**src/rtl/tmds_pkg.sv**
```systemverilog
// TMDS channel decoding shared definitions.
// Holds the four DVI control-token code words, the alignment FSM state
// encoding and the per-word decode function (also intended for TERC4 reuse).
package tmds_pkg;

    localparam logic [9:0] CTRL_TOKEN_00 = 10'h354;
    localparam logic [9:0] CTRL_TOKEN_01 = 10'h0AB;
    localparam logic [9:0] CTRL_TOKEN_10 = 10'h154;
    localparam logic [9:0] CTRL_TOKEN_11 = 10'h2AB;

    typedef enum logic [1:0] {
        ST_SEARCH    = 2'd0,
        ST_SLIP_WAIT = 2'd1,
        ST_LOCKED    = 2'd2
    } tmds_state_e;

    typedef struct packed {
        logic       is_ctrl;
        logic [1:0] ctrl;
        logic [7:0] data;
    } tmds_dec_t;

    // Classify one 10-bit TMDS word and decode it. Control words yield their
    // {c1,c0} value with data forced to zero; everything else is treated as
    // video data and undone through the DC-balance and XOR/XNOR stages.
    function automatic tmds_dec_t tmds_decode(input logic [9:0] q);
        tmds_dec_t  r;
        logic [7:0] d;
        r = '0;
        d = q[9] ? ~q[7:0] : q[7:0];
        case (q)
            CTRL_TOKEN_00: begin r.is_ctrl = 1'b1; r.ctrl = 2'b00; end
            CTRL_TOKEN_01: begin r.is_ctrl = 1'b1; r.ctrl = 2'b01; end
            CTRL_TOKEN_10: begin r.is_ctrl = 1'b1; r.ctrl = 2'b10; end
            CTRL_TOKEN_11: begin r.is_ctrl = 1'b1; r.ctrl = 2'b11; end
            default: begin
                r.is_ctrl = 1'b0;
                r.ctrl    = 2'b00;
                r.data[0] = d[0];
                for (int i = 1; i < 8; i++) begin
                    r.data[i] = q[8] ? (d[i] ^ d[i-1]) : ~(d[i] ^ d[i-1]);
                end
            end
        endcase
        return r;
    endfunction

endpackage

```
**src/rtl/tmds_word_decode.sv**
```systemverilog
// Two-stage TMDS word decoder.
// Stage 1 registers the raw word; stage 2 registers the decoded result.
// Ports:
//   clk, resetn    - pixel clock, async active-low reset
//   tmds_word      - deserialized 10-bit channel word
//   stage1_ctrl    - stage-1 word is a control token (feeds lock logic)
//   de, data, ctrl - registered decode results (ctrl holds during data)
module tmds_word_decode
    import tmds_pkg::*;
(
    input  logic       clk,
    input  logic       resetn,
    input  logic [9:0] tmds_word,
    output logic       stage1_ctrl,
    output logic       de,
    output logic [7:0] data,
    output logic [1:0] ctrl
);

    logic [9:0] word_r;
    tmds_dec_t  dec_s;
    logic       de_r;
    logic [7:0] data_r;
    logic [1:0] ctrl_r;

    // Stage 1: capture the incoming word.
    always_ff @(posedge clk or negedge resetn) begin
        if (!resetn) begin
            word_r <= 10'h000;
        end else begin
            word_r <= tmds_word;
        end
    end

    assign dec_s       = tmds_decode(word_r);
    assign stage1_ctrl = dec_s.is_ctrl;

    // Stage 2: register decoded outputs; ctrl keeps the last token value.
    always_ff @(posedge clk or negedge resetn) begin
        if (!resetn) begin
            de_r   <= 1'b0;
            data_r <= 8'h00;
            ctrl_r <= 2'b00;
        end else begin
            de_r   <= ~dec_s.is_ctrl;
            data_r <= dec_s.data;
            if (dec_s.is_ctrl) begin
                ctrl_r <= dec_s.ctrl;
            end else begin
                ctrl_r <= ctrl_r;
            end
        end
    end

    assign de   = de_r;
    assign data = data_r;
    assign ctrl = ctrl_r;

endmodule

```
**src/rtl/tmds_channel_decoder.sv**
```systemverilog
// TMDS channel decoder with word-boundary alignment.
// Decodes one 10-bit word per cycle (latency 2) and searches for a run of
// LOCK_RUN control tokens, requesting bitslips until the boundary is found.
// Ports:
//   clk, resetn    - pixel clock, async active-low reset
//   tmds_word      - deserialized word, bit 0 first on the wire
//   bitslip        - one-cycle request to rotate the word boundary
//   aligned        - high while locked
//   de, data, ctrl - decoded outputs, produced in every state
module tmds_channel_decoder
    import tmds_pkg::*;
#(
    parameter int SLIP_WAIT  = 16,
    parameter int LOCK_RUN   = 8,
    parameter int SEARCH_WIN = 4096,
    parameter int LOSS_WIN   = 65536
) (
    input  logic       clk,
    input  logic       resetn,
    input  logic [9:0] tmds_word,
    output logic       bitslip,
    output logic       aligned,
    output logic       de,
    output logic [7:0] data,
    output logic [1:0] ctrl
);

    // Run counter must be able to hold LOCK_RUN itself (it saturates there).
    localparam int RUN_W  = $clog2(LOCK_RUN + 1);
    localparam int WIN_W  = (SEARCH_WIN > 1) ? $clog2(SEARCH_WIN) : 1;
    localparam int LOSS_W = (LOSS_WIN > 1)   ? $clog2(LOSS_WIN)   : 1;
    localparam int SLIP_W = (SLIP_WAIT > 1)  ? $clog2(SLIP_WAIT)  : 1;

    localparam logic [RUN_W-1:0]  RUN_MAX   = RUN_W'(LOCK_RUN);
    localparam logic [WIN_W-1:0]  WIN_LAST  = WIN_W'(SEARCH_WIN - 1);
    localparam logic [LOSS_W-1:0] LOSS_LAST = LOSS_W'(LOSS_WIN - 1);
    localparam logic [SLIP_W-1:0] SLIP_LAST = SLIP_W'(SLIP_WAIT - 1);

    logic              stage1_ctrl_s;
    tmds_state_e       state_r,    state_s;
    logic [RUN_W-1:0]  run_r,      run_s;
    logic [WIN_W-1:0]  win_r,      win_s;
    logic [LOSS_W-1:0] loss_r,     loss_s;
    logic [SLIP_W-1:0] slip_cnt_r, slip_cnt_s;
    logic              bitslip_r,  bitslip_s;
    logic              aligned_r;

    tmds_word_decode u_decode (
        .clk         (clk),
        .resetn      (resetn),
        .tmds_word   (tmds_word),
        .stage1_ctrl (stage1_ctrl_s),
        .de          (de),
        .data        (data),
        .ctrl        (ctrl)
    );

    // Next-state, counter and bitslip logic for the alignment FSM.
    always_comb begin
        state_s    = state_r;
        win_s      = win_r;
        loss_s     = loss_r;
        slip_cnt_s = slip_cnt_r;
        bitslip_s  = 1'b0;
        if (!stage1_ctrl_s) begin
            run_s = '0;
        end else if (run_r != RUN_MAX) begin
            run_s = run_r + RUN_W'(1);
        end else begin
            run_s = run_r;
        end

        case (state_r)
            ST_SEARCH: begin
                // A completed run wins over a simultaneous window expiry.
                if (run_r == RUN_MAX) begin
                    state_s = ST_LOCKED;
                    loss_s  = '0;
                end else if (win_r == WIN_LAST) begin
                    state_s    = ST_SLIP_WAIT;
                    bitslip_s  = 1'b1;
                    slip_cnt_s = '0;
                    run_s      = '0;
                end else begin
                    win_s = win_r + WIN_W'(1);
                end
            end
            ST_SLIP_WAIT: begin
                // Input is meaningless while the deserializer re-aligns.
                run_s = '0;
                win_s = '0;
                if (slip_cnt_r == SLIP_LAST) begin
                    state_s    = ST_SEARCH;
                    slip_cnt_s = '0;
                end else begin
                    slip_cnt_s = slip_cnt_r + SLIP_W'(1);
                end
            end
            ST_LOCKED: begin
                if (run_r == RUN_MAX) begin
                    loss_s = '0;
                end else if (loss_r == LOSS_LAST) begin
                    state_s = ST_SEARCH;
                    win_s   = '0;
                    loss_s  = '0;
                end else begin
                    loss_s = loss_r + LOSS_W'(1);
                end
            end
            default: begin
                state_s    = ST_SEARCH;
                run_s      = '0;
                win_s      = '0;
                loss_s     = '0;
                slip_cnt_s = '0;
            end
        endcase
    end

    // FSM state, counters and registered control outputs.
    always_ff @(posedge clk or negedge resetn) begin
        if (!resetn) begin
            state_r    <= ST_SEARCH;
            run_r      <= '0;
            win_r      <= '0;
            loss_r     <= '0;
            slip_cnt_r <= '0;
            bitslip_r  <= 1'b0;
            aligned_r  <= 1'b0;
        end else begin
            state_r    <= state_s;
            run_r      <= run_s;
            win_r      <= win_s;
            loss_r     <= loss_s;
            slip_cnt_r <= slip_cnt_s;
            bitslip_r  <= bitslip_s;
            aligned_r  <= (state_s == ST_LOCKED);
        end
    end

    assign bitslip = bitslip_r;
    assign aligned = aligned_r;

endmodule

```
**config.mk**
```make
export PLATFORM = sky130hd
export DESIGN_NAME = tmds_channel_decoder
export DESIGN_NICKNAME = d
export VERILOG_FILES = /design/src/rtl/tmds_pkg.sv /design/src/rtl/tmds_word_decode.sv /design/src/rtl/tmds_channel_decoder.sv
export SDC_FILE = /design/constraint.sdc
export NUM_CORES = 1
export LEC_CHECK = 0
export ABC_AREA = 1
export CORE_UTILIZATION = 58
export DETAILED_ROUTE_END_ITERATION = 12
export HOLD_SLACK_MARGIN = 0.06
export PLACE_DENSITY = 0.79
export REMOVE_ABC_BUFFERS = 1
export SYNTH_ARGS = -nofsm -noshare
export SYNTH_HDL_FRONTEND = slang
export SYNTH_HIERARCHICAL = 1
export SYNTH_SLANG_ARGS = --single-unit
```
**constraint.sdc**
```tcl
create_clock -name clk -period 1.98 [get_ports clk]
set_clock_uncertainty 0.1 [all_clocks]
set_input_delay 0.297 -clock clk [delete_from_list [all_inputs] [get_ports clk]]
set_output_delay 0.297 -clock clk [all_outputs]
set_load 0.005 [all_outputs]
```
==> results.md, run 1 <==
* Final hold vios at 0
* Clock root cell: clkbuf_8
* Critical Path AT at 1.96 ns
* Initial core utilization at 61.5%
* Largest net degree at the start of global routing at 62
* Die area at 0.00585 mm^2
* Worst R2R Setup Slack at 0.14 ns
* Critical Path Start: run_r[0]
* Final setup viols at 0
* Avg Cell Area, Syn at 7.69 um^2
* Sequential element share of the synthesized area at 47.4%
* Row count at 26
* Cell leakage power at 0.00189 uW
* Port buffer count at 24
* Vias per cell at 5.07
* First-pass GRT wire length at 11300 um
* RSZ-0062 raised after global routing: false
* Hold slack at 0.292 ns
* Worst vdd ir at 562 uV
* Nets at 472
* Share of cells above drive strength 1 at 9.13%
* Max-Cap Viols at 0
* Htree depth at 3
* Post-synth EDFFs at 0
* Ranking of synthesized cells by area: dfrtp_1 47%, nand2_1 15%, nor2_1 8.6%
* Clock Pin Slew Worst Setup and Hold Paths at 0.07 ns
* Async set-reset flop share out of synthesis at 100%
* CTS max path bufs at 2
* GRT Total Usage at 24.3%
* Final Slew Violations at 0
* Clk sink count at 61
* Syn-to-layout area delta at 17.9%
* Wirelength, routed at 6510 um
* Setup Fix Bufs, Post-CTS at 0
* Fill cell count at 427
* TritonCTS clock tree: done
* Initial antenna violation count at 0
* Die width at 76.5 um
* Critical path endpoint: loss_r[8]
* First drt pass iteration count at 5
* CP Cell Sequence: inv_1, ha_1, nand3_2, nand2_1, nand2_2, inv_1, nand2_1, inv_2, nor2_1
* CP peak stage delay at 0.40 ns
* Overflow after GRT at 0
* Slew @ Worst Pin at 0.443 ns
* DR vias at 2688
* Tmin final at 1.84 ns
* Yosys top cell area share at 47.4%
* Worst-path fanout max at 9
* R2r endpoint: loss_r[8]
* Netlist cell types at 30
* Ys Warns at 6
* Worst R2R Start: run_r[0]
* CTS Buf Count at 9
* Vias in the first global route at 2740
* Pwr Density at 713 mW/mm^2
* Gpl congestion at 0.864
* Tightest Hold Check Type: in -> reg
* Final setup TNS at 0 ns
* Post-Synthesis Cells at 419
* Syn Std Cell Area at 0.00322 mm^2
* DRC errors left at 0
* Ant. Diodes at 0
* Antenna viol nets, final at 0
* Core ar. at 0.00524 mm^2
* Die Height at 76.5 um
* Kind of end point of the critical path: flip-flop
* Synth area leader: dfrtp_1
* WL per Instance at 12.3 um
* Max-Slew Margin vs Limit at 70.4%
* Status: completed
* HPWL Detailed at 4530 um
* R2R depth at 9
* Io pins at 25
* Cell at the slowest stage of the critical path: dfrtp_1
* Top_reg_cell synth: dfrtp_1
* Critical Path RT at 2.10 ns
* Fmax at 0.544 GHz
* Nature of the critical path startpoint: flip-flop
* FF+latch count, synth at 61
* First DRT Iteration DRCs at 138
* Worst skew pair latency at 0.34 ns
* Final Cycle Share at 92.9%
* WS Path Type: reg -> reg
[through the flow]
step / util [%] / setup slack, ns / instance area, um^2 / power [uW] / instances
6_report: 72.5 / 0.141 / 3800 / 2710 / 530
5_1_grt: 72.5 / 0.0158 / 3800 / 2790 / 530
4_1_cts: 72.3 / 0.0320 / 3790 / 2730 / 530
3_5_place_dp: 67.8 / 0.0348 / 3550 / 1490 / 513
3_3_place_gp: 67.8 / 0.147 / 3550 / 1490 / 513
2_1_floorplan: - / 0.334 / 3190 / 1380 / 415
[logic make-up after synthesis]
family	after synthesis	synth area share, %
buf+inv	53	6.88
simple gates	265	35.4
fa+ha+maj	5	1.94
xor+xnor	21	5.94
compound gates	14	2.49
flops	61	47.4
[metal layers]
metal	up-vias	GRT usage, %	wire, um
li1	1363	-	-
met1	1249	29.4	2960
met2	62	42.4	3210
met3	14	4.79	240
met4	0	9.23	100
met5	-	0	0
[synthesized netlist by cell type, types with 2 or more instances]
cell	n
nor2_2	4
nor2_1	74
ha_1	5
nand3b_1	3
o21ai_0	8
nand2_1	127
nand4_1	6
xnor2_1	8
buf_6	2
nand3_1	36
xor2_1	12
inv_1	46
dfrtp_1	61
nand2_2	8
nor2_4	3
a31oi_1	2
[worst max-delay path: cells and delay by family (launching register included)]
family	cells	cell delay (ns)
simple gates	5	0.59
buf+inv	3	0.46
flops	1	0.40
fa+ha+maj	1	0.17
[how the worst min path moves through the flow]
| stage | from | to | slack (ns) | cells past startpoint |
|---|---|---|---|---|
| finish | tmds_word[3] | u_decode/word_r[3] | 0.29 | 1 |
| detailed placement | resetn | loss_r[5] | 0.22 | 2 |
| global route | tmds_word[3] | u_decode/word_r[3] | 0.29 | 1 |
| floorplan | resetn | aligned | -0.1 | 0 |
| global placement | resetn | loss_r[6] | 0.23 | 2 |
| CTS | tmds_word[1] | u_decode/word_r[1] | 0.29 | 1 |
[area by class of cell]
class	count	area [um^2]	area share (%)
sequential	61	1530	40.2
multi-input combinational	305	1490	39.1
timing repair buffer	29	288	7.58
inverter	49	186	4.91
clock buffer	12	155	4.08
tap	70	87.6	2.31
clock inverter	4	70.1	1.84
[registers in the layout, summed over array words and instances, names as in the netlist]
signal,flops
loss_r,16
bitslip,1
state_r,2
slip_cnt_r,4
u_decode/word_r,10
aligned,1
u_decode/de,1
run_r,4
u_decode/ctrl,2
u_decode/data,8
win_r,12
[where the power goes]
part	switching, uW	internal, uW	total [uW]
logic	78.4	88.1	167
clock network	470	773	1240
registers	20.0	1280	1300
total	568	2140	2710
[layout by cell type (no fill, tap or decap), types with 2 or more instances in the layout]
cell type	count
nand2_1	127
nor2_1	74
dfrtp_1	61
inv_1	46
nand3_1	36
clkdlybuf4s50_1	23
xor2_1	12
clkbuf_8	11
xnor2_1	8
o21ai_0	8
nand4_1	6
nand2_2	6
nor2_2	4
ha_1	4
nor2_4	3
nand2_4	3
nand3b_1	3
buf_4	3
a31oi_1	2
clkinv_2	2
bufinv_16	2
[repair_timing]
item                                   4_1_cts  5_1_grt
endpoints found under the hold margin       61        0
setup endpoints to repair                    0       14
hold buffers                                 1        0
resized for setup                            0        3
Note: power is estimated with default switching activity, not from simulation.
==> run 2: changes to the inputs <==
--- a/config.mk
+++ b/config.mk
@@ -9,7 +9,7 @@
 export CORE_UTILIZATION = 58
 export DETAILED_ROUTE_END_ITERATION = 12
 export HOLD_SLACK_MARGIN = 0.06
-export PLACE_DENSITY = 0.79
+export PLACE_DENSITY = 0.89
 export REMOVE_ABC_BUFFERS = 1
 export SYNTH_ARGS = -nofsm -noshare
 export SYNTH_HDL_FRONTEND = slang
==> results.md, run 2 (same netlist as run 1, synthesis figures left out) <==
* Status: completed
* DRC errors left at 0 (unchanged)
* Final Cycle Share at 92.6% (-0.33 points)
* Htree depth at 3 (unchanged)
* Syn-to-layout area delta at 17.5%
* Critical Path RT at 2.16 ns (+0.06 ns)
* Port buffer count at 24 (unchanged)
* Wirelength, routed at 6700 um (+3.0%)
* GRT Total Usage at 25.0% (+0.72 points)
* HPWL Detailed at 4640 um (+2.4%)
* Final hold vios at 0 (unchanged)
* Vias in the first global route at 2622 (-4.3%)
* Core ar. at 0.00524 mm^2 (unchanged)
* Critical Path AT at 2.01 ns (+0.05 ns)
* Nature of the critical path startpoint: flip-flop
* Fmax at 0.546 GHz (+0.35%)
* Clock root cell: clkbuf_8
* First DRT Iteration DRCs at 135 (-2.2%)
* Largest net degree at the start of global routing at 42 (-32%)
* Most common cell after layout, fill and taps aside: nand2_1
* Antenna viol nets, final at 0 (unchanged)
* Die area at 0.00585 mm^2 (unchanged)
* Worst-path fanout max at 13 (+4)
* Kind of end point of the critical path: flip-flop
* First-pass GRT wire length at 11500 um (+1.7%)
* Slew @ Worst Pin at 0.500 ns (+0.0571 ns)
* Io pins at 25 (unchanged)
* Tightest Hold Check Type: in -> reg
* Gpl congestion at 0.880 (+1.9%)
* Clock Pin Slew Worst Setup and Hold Paths at 0.07 ns (about the same)
* CTS max path bufs at 2 (unchanged)
* Commonest cells after routing, fill and taps aside: 127 x nand2_1, 73 x nor2_1, 60 x dfrtp_1, 45 x inv_1, 36 x nand3_1
* WS Path Type: reg -> reg
* Inst Count DP at 512 (-0.19%)
* TritonCTS clock tree: done
* Ant. Diodes at 0 (unchanged)
* WL per Instance at 12.7 um (+3.2%)
* Initial core utilization at 61.5% (unchanged)
* Final Util at 72.3% (-0.26 points)
* Final Slew Violations at 0 (unchanged)
* Final setup viols at 0 (unchanged)
* Largest register by flop count: loss_r
* Setup Fix Bufs, Post-CTS at 0 (unchanged)
* Cell leakage power at 0.00187 uW (-0.99%)
* Max-Slew Margin vs Limit at 66.7% (-3.7 points)
* Initial antenna violation count at 0 (unchanged)
* Share of cells above drive strength 1 at 9.80% (+0.67 points)
* Post-Place Worst Slack at 0.0766 ns (+0.0418 ns)
* Setup WS post-layout at 0.147 ns (+0.00645 ns)
* Overflow after GRT at 0 (unchanged)
* Die Height at 76.5 um (unchanged)
* Clk sink count at 61 (unchanged)
* RSZ-0062 raised after global routing: false
* Row count at 26 (unchanged)
* CTS Buf Count at 9 (unchanged)
* Vias per cell at 5.17 (+1.9%)
* Max reg flops at 16 (unchanged)
* Final setup TNS at 0 ns (unchanged)
* Pwr Density at 695 mW/mm^2 (-2.6%)
* Die width at 76.5 um (unchanged)
* Fill cell count at 377 (-12%)
* Worst vdd ir at 422 uV (-25%)
* First drt pass iteration count at 5 (unchanged)
* Nets at 471 (-0.21%)
* Worst skew pair latency at 0.34 ns (about the same)
* Max-Cap Viols at 0 (unchanged)
* Final Non-Filler Cells at 529 (-0.19%)
* Largest regs: loss_r (16), win_r (12), u_decode/word_r (10)
* DR vias at 2735 (+1.7%)
* Tmin final at 1.83 ns (-0.00645 ns)
* Hold slack at 0.293 ns (+0.000933 ns)
## run 2: power by group
part | switching (uW) | leakage, uW | internal, uW
combinational | 80.8 | 0.000976 | 88.0
clock | 477 | 0.000106 | 683
sequential | 21.1 | 0.000789 | 1280
total | 579 | 0.00187 | 2050
## run 2: path summary, 6_finish.rpt
kind	cells past startpoint	from	end	slack, ns
min in group asynchronous	2	resetn	win_r[9]	0.35
min reg2reg	2	u_decode/ctrl[0]	u_decode/ctrl[0]	0.38
max in group asynchronous	3	resetn	u_decode/word_r[8]	0.85
max reg2reg	9	win_r[0]	win_r[3]	0.15
max	9	win_r[0]	win_r[3]	0.15
min	1	tmds_word[2]	u_decode/word_r[2]	0.29
## run 2: what timing repair did
action | in CTS | in global routing
endpoints found under the setup margin | 0 | 25
gates resized for setup | 0 | 7
hold buffers | 1 | 0
endpoints found under the hold margin | 20 | 0
## run 2: layer usage
metal  routed length (um)  part of all wire, %  track usage (%)
met1                 2880                   43             30.0
met5                    0                    0                0
met4                  135                  2.0             10.6
met3                  258                  3.8             4.91
met2                 3430                   51             43.6
## run 2: cell type report
type | count | area (um^2) | share of cell area [%]
clock buffer | 13 | 169 | 4.46
clock inverter | 3 | 42.5 | 1.12
inverter | 49 | 189 | 4.99
multi-input combinational | 305 | 1490 | 39.3
sequential | 61 | 1530 | 40.4
tap | 70 | 87.6 | 2.31
timing repair buffer | 28 | 280 | 7.40
## run 2: critical path, stage by stage, from the launching register on
cell,delay [ns]
dfrtp_2,0.41
ha_2,0.25
nand2_2,0.10
nor2_4,0.14
nand2_2,0.10
nor2_4,0.13
nand2_2,0.20
nand2_4,0.21
nand2_1,0.07
nand2_1,0.06
## run 2: through the flow
step	power (uW)	instance area [um^2]
floorplan	1380	3190
global placement	1480	3540
detailed placement	1490	3540
CTS	2640	3760
global route	2720	3780
finish	2630	3780
==> run 3: changes to the inputs <==
--- a/config.mk
+++ b/config.mk
@@ -7,10 +7,12 @@
 export LEC_CHECK = 0
 export ABC_AREA = 1
 export CORE_UTILIZATION = 58
+export CTS_CLUSTER_SIZE = 8
 export DETAILED_ROUTE_END_ITERATION = 12
 export HOLD_SLACK_MARGIN = 0.06
 export PLACE_DENSITY = 0.89
 export REMOVE_ABC_BUFFERS = 1
+export SETUP_SLACK_MARGIN = 0.15
 export SYNTH_ARGS = -nofsm -noshare
 export SYNTH_HDL_FRONTEND = slang
 export SYNTH_HIERARCHICAL = 1
==> results.md, run 3 (same netlist as run 1, synthesis figures left out) <==
* Most used cell, CP: nor2_4
* Row count at 26 (unchanged)
* Worst-path fanout max at 7 (-6)
* WL per Instance at 13.7 um (+8.2%)
* Final Util at 75.3% (+3.1 points)
* Clock Pin Slew Worst Setup and Hold Paths at 0.07 ns (about the same)
* Max-Slew Margin vs Limit at 65.9% (-0.75 points)
* Clk sink count at 61 (unchanged)
* Critical Path AT at 1.99 ns (-0.02 ns)
* TritonCTS clock tree: done
* Initial core utilization at 61.5% (unchanged)
* Die width at 76.5 um (unchanged)
* Status: completed
* CP Cell Sequence: ha_2, nand2_2, nor2_4, nand2_4, nor2_4, nor2_2, nor2_4, buf_6, nand3_1, nand2_1
* Nature of the critical path startpoint: flip-flop
* Io pins at 25 (unchanged)
* Port buffer count at 24 (unchanged)
* Worst R2R Setup Slack at 0.17 ns (+0.02 ns)
* Max-Cap Viols at 0 (unchanged)
* GRT Total Usage at 25.0% (+0.026 points)
* Antenna viol nets, final at 0 (unchanged)
* Cell at the slowest stage of the critical path: dfrtp_1
* Fill cell count at 340 (-9.8%)
* Worst vdd ir at 609 uV (+44%)
* Cell family with most CP delay: simple AND/OR/NAND/NOR gates
* First drt pass iteration count at 5 (unchanged)
* CTS max path bufs at 2 (unchanged)
* CTS Buf Count at 9 (unchanged)
* Largest register by flop count: loss_r
* Overall Power at 2630 uW (about the same)
* Overflow after GRT at 0 (unchanged)
* Vias in the first global route at 2617 (-0.19%)
* Tmin final at 1.81 ns (-0.0189 ns)
* Initial antenna violation count at 0 (unchanged)
* Ant. Diodes at 0 (unchanged)
* First DRT Iteration DRCs at 321 (+140%)
* Largest net degree at the start of global routing at 42 (unchanged)
* Die area at 0.00585 mm^2 (unchanged)
* Largest regs: loss_r (16), win_r (12), u_decode/word_r (10)
* Die Height at 76.5 um (unchanged)
* Kind of end point of the critical path: flip-flop
* Share of cells above drive strength 1 at 14.3% (+4.5 points)
* WS Path Type: reg -> reg
* CP Buf/Inv Count at 1 (+1)
* Cell leakage power at 0.00194 uW (+3.8%)
* DRC errors left at 0 (unchanged)
* Final Slew Violations at 0 (unchanged)
* Core ar. at 0.00524 mm^2 (unchanged)
* Commonest cells after routing, fill and taps aside: 124 x nand2_1, 68 x nor2_1, 60 x dfrtp_1, 44 x inv_1, 33 x nand3_1
* Slew @ Worst Pin at 0.511 ns (+0.0112 ns)
* First-pass GRT wire length at 11500 um (+0.18%)
* Inst Count DP at 512 (unchanged)
* RSZ-0062 raised after global routing: false
* Htree depth at 3 (unchanged)
* Syn-to-layout area delta at 22.5%
* Worst skew pair latency at 0.34 ns (about the same)
* Final hold vios at 0 (unchanged)
* Final Non-Filler Cells at 537 (+1.5%)
* Most common cell after layout, fill and taps aside: nand2_1
* Final setup viols at 0 (unchanged)
* Fmax at 0.551 GHz (+1.0%)
* Pwr Density at 667 mW/mm^2 (-4.0%)
* Clock root cell: clkbuf_8
* Wirelength, routed at 7370 um (+9.9%)
* Nets at 479 (+1.7%)
* Critical Path RT at 2.16 ns (about the same)
* Gpl congestion at 0.880 (unchanged)
* Max reg flops at 16 (unchanged)
* Final setup TNS at 0 ns (unchanged)
* Final Cycle Share at 91.6% (-0.95 points)
* Tightest Hold Check Type: in -> reg
* DR vias at 2910 (+6.4%)
* CP peak stage delay at 0.40 ns (about the same)
* HPWL Detailed at 4640 um (unchanged)
* Vias per cell at 5.42 (+4.8%)
==> run 3: cell types whose count changed in the layout (fill, tap and decap cells not counted), sizes merged <==
cell / delta
clkinv: -1
inv: +1
nand2: +1
buf: +6
clkinvlp: +1
==> run 3: path summary, 6_finish.rpt <==
path / start / end / depth (start not counted)
hold reg to reg: u_decode/ctrl[0] / u_decode/ctrl[0] / 2
setup / recovery: loss_r[0] / win_r[10] / 10
min in group asynchronous: resetn / win_r[9] / 2
hold / removal: tmds_word[2] / u_decode/word_r[2] / 1
setup reg to reg: loss_r[0] / win_r[10] / 10
max in group asynchronous: resetn / u_decode/word_r[8] / 3
==> run 3: repair_timing <==
action,in CTS,in global routing
gates cloned,0,3
hold buffers,1,0
endpoints found under the setup margin,25,32
gates resized for setup,4,30
pin swaps,1,11
buffers inserted,0,5
hold endpoints to repair,20,0
==> run 3: power by group <==
part / total, uW / switching [uW] / internal, uW
sequential: 1300 / 21.4 / 1280
combinational: 169 / 81.2 / 88.0
clock: 1160 / 478 / 683
total: 2630 / 581 / 2050
==> run 3: cell type report <==
cell class	instances	area, um^2	share of cell area [%]
timing repair inverter	1	7.51	0.190
clock inverter	3	42.5	1.08
clock buffer	13	169	4.28
timing repair buffer	34	333	8.43
tap	70	87.6	2.22
multi-input combinational	306	1590	40.3
inverter	49	189	4.79
sequential	61	1530	38.7
==> run 3: per-layer routing <==
metal | vias to the layer above | wire length, um | track usage (%)
li1 | 1384 | - | -
met1 | 1360 | 2980 | 30.0
met2 | 135 | 3700 | 43.1
met3 | 31 | 426 | 5.03
met4 | 0 | 261 | 11.7
met5 | - | 0 | 0
==> run 3: per-stage QoR <==
stage,hold WS (ns),setup WS [ns],instance area [um^2]
floorplan,-0.0986,0.334,3190
global placement,0.186,0.152,3540
detailed placement,0.192,0.0766,3540
CTS,0.286,0.150,3770
global route,0.283,0.0505,3950
finish,0.294,0.166,3950
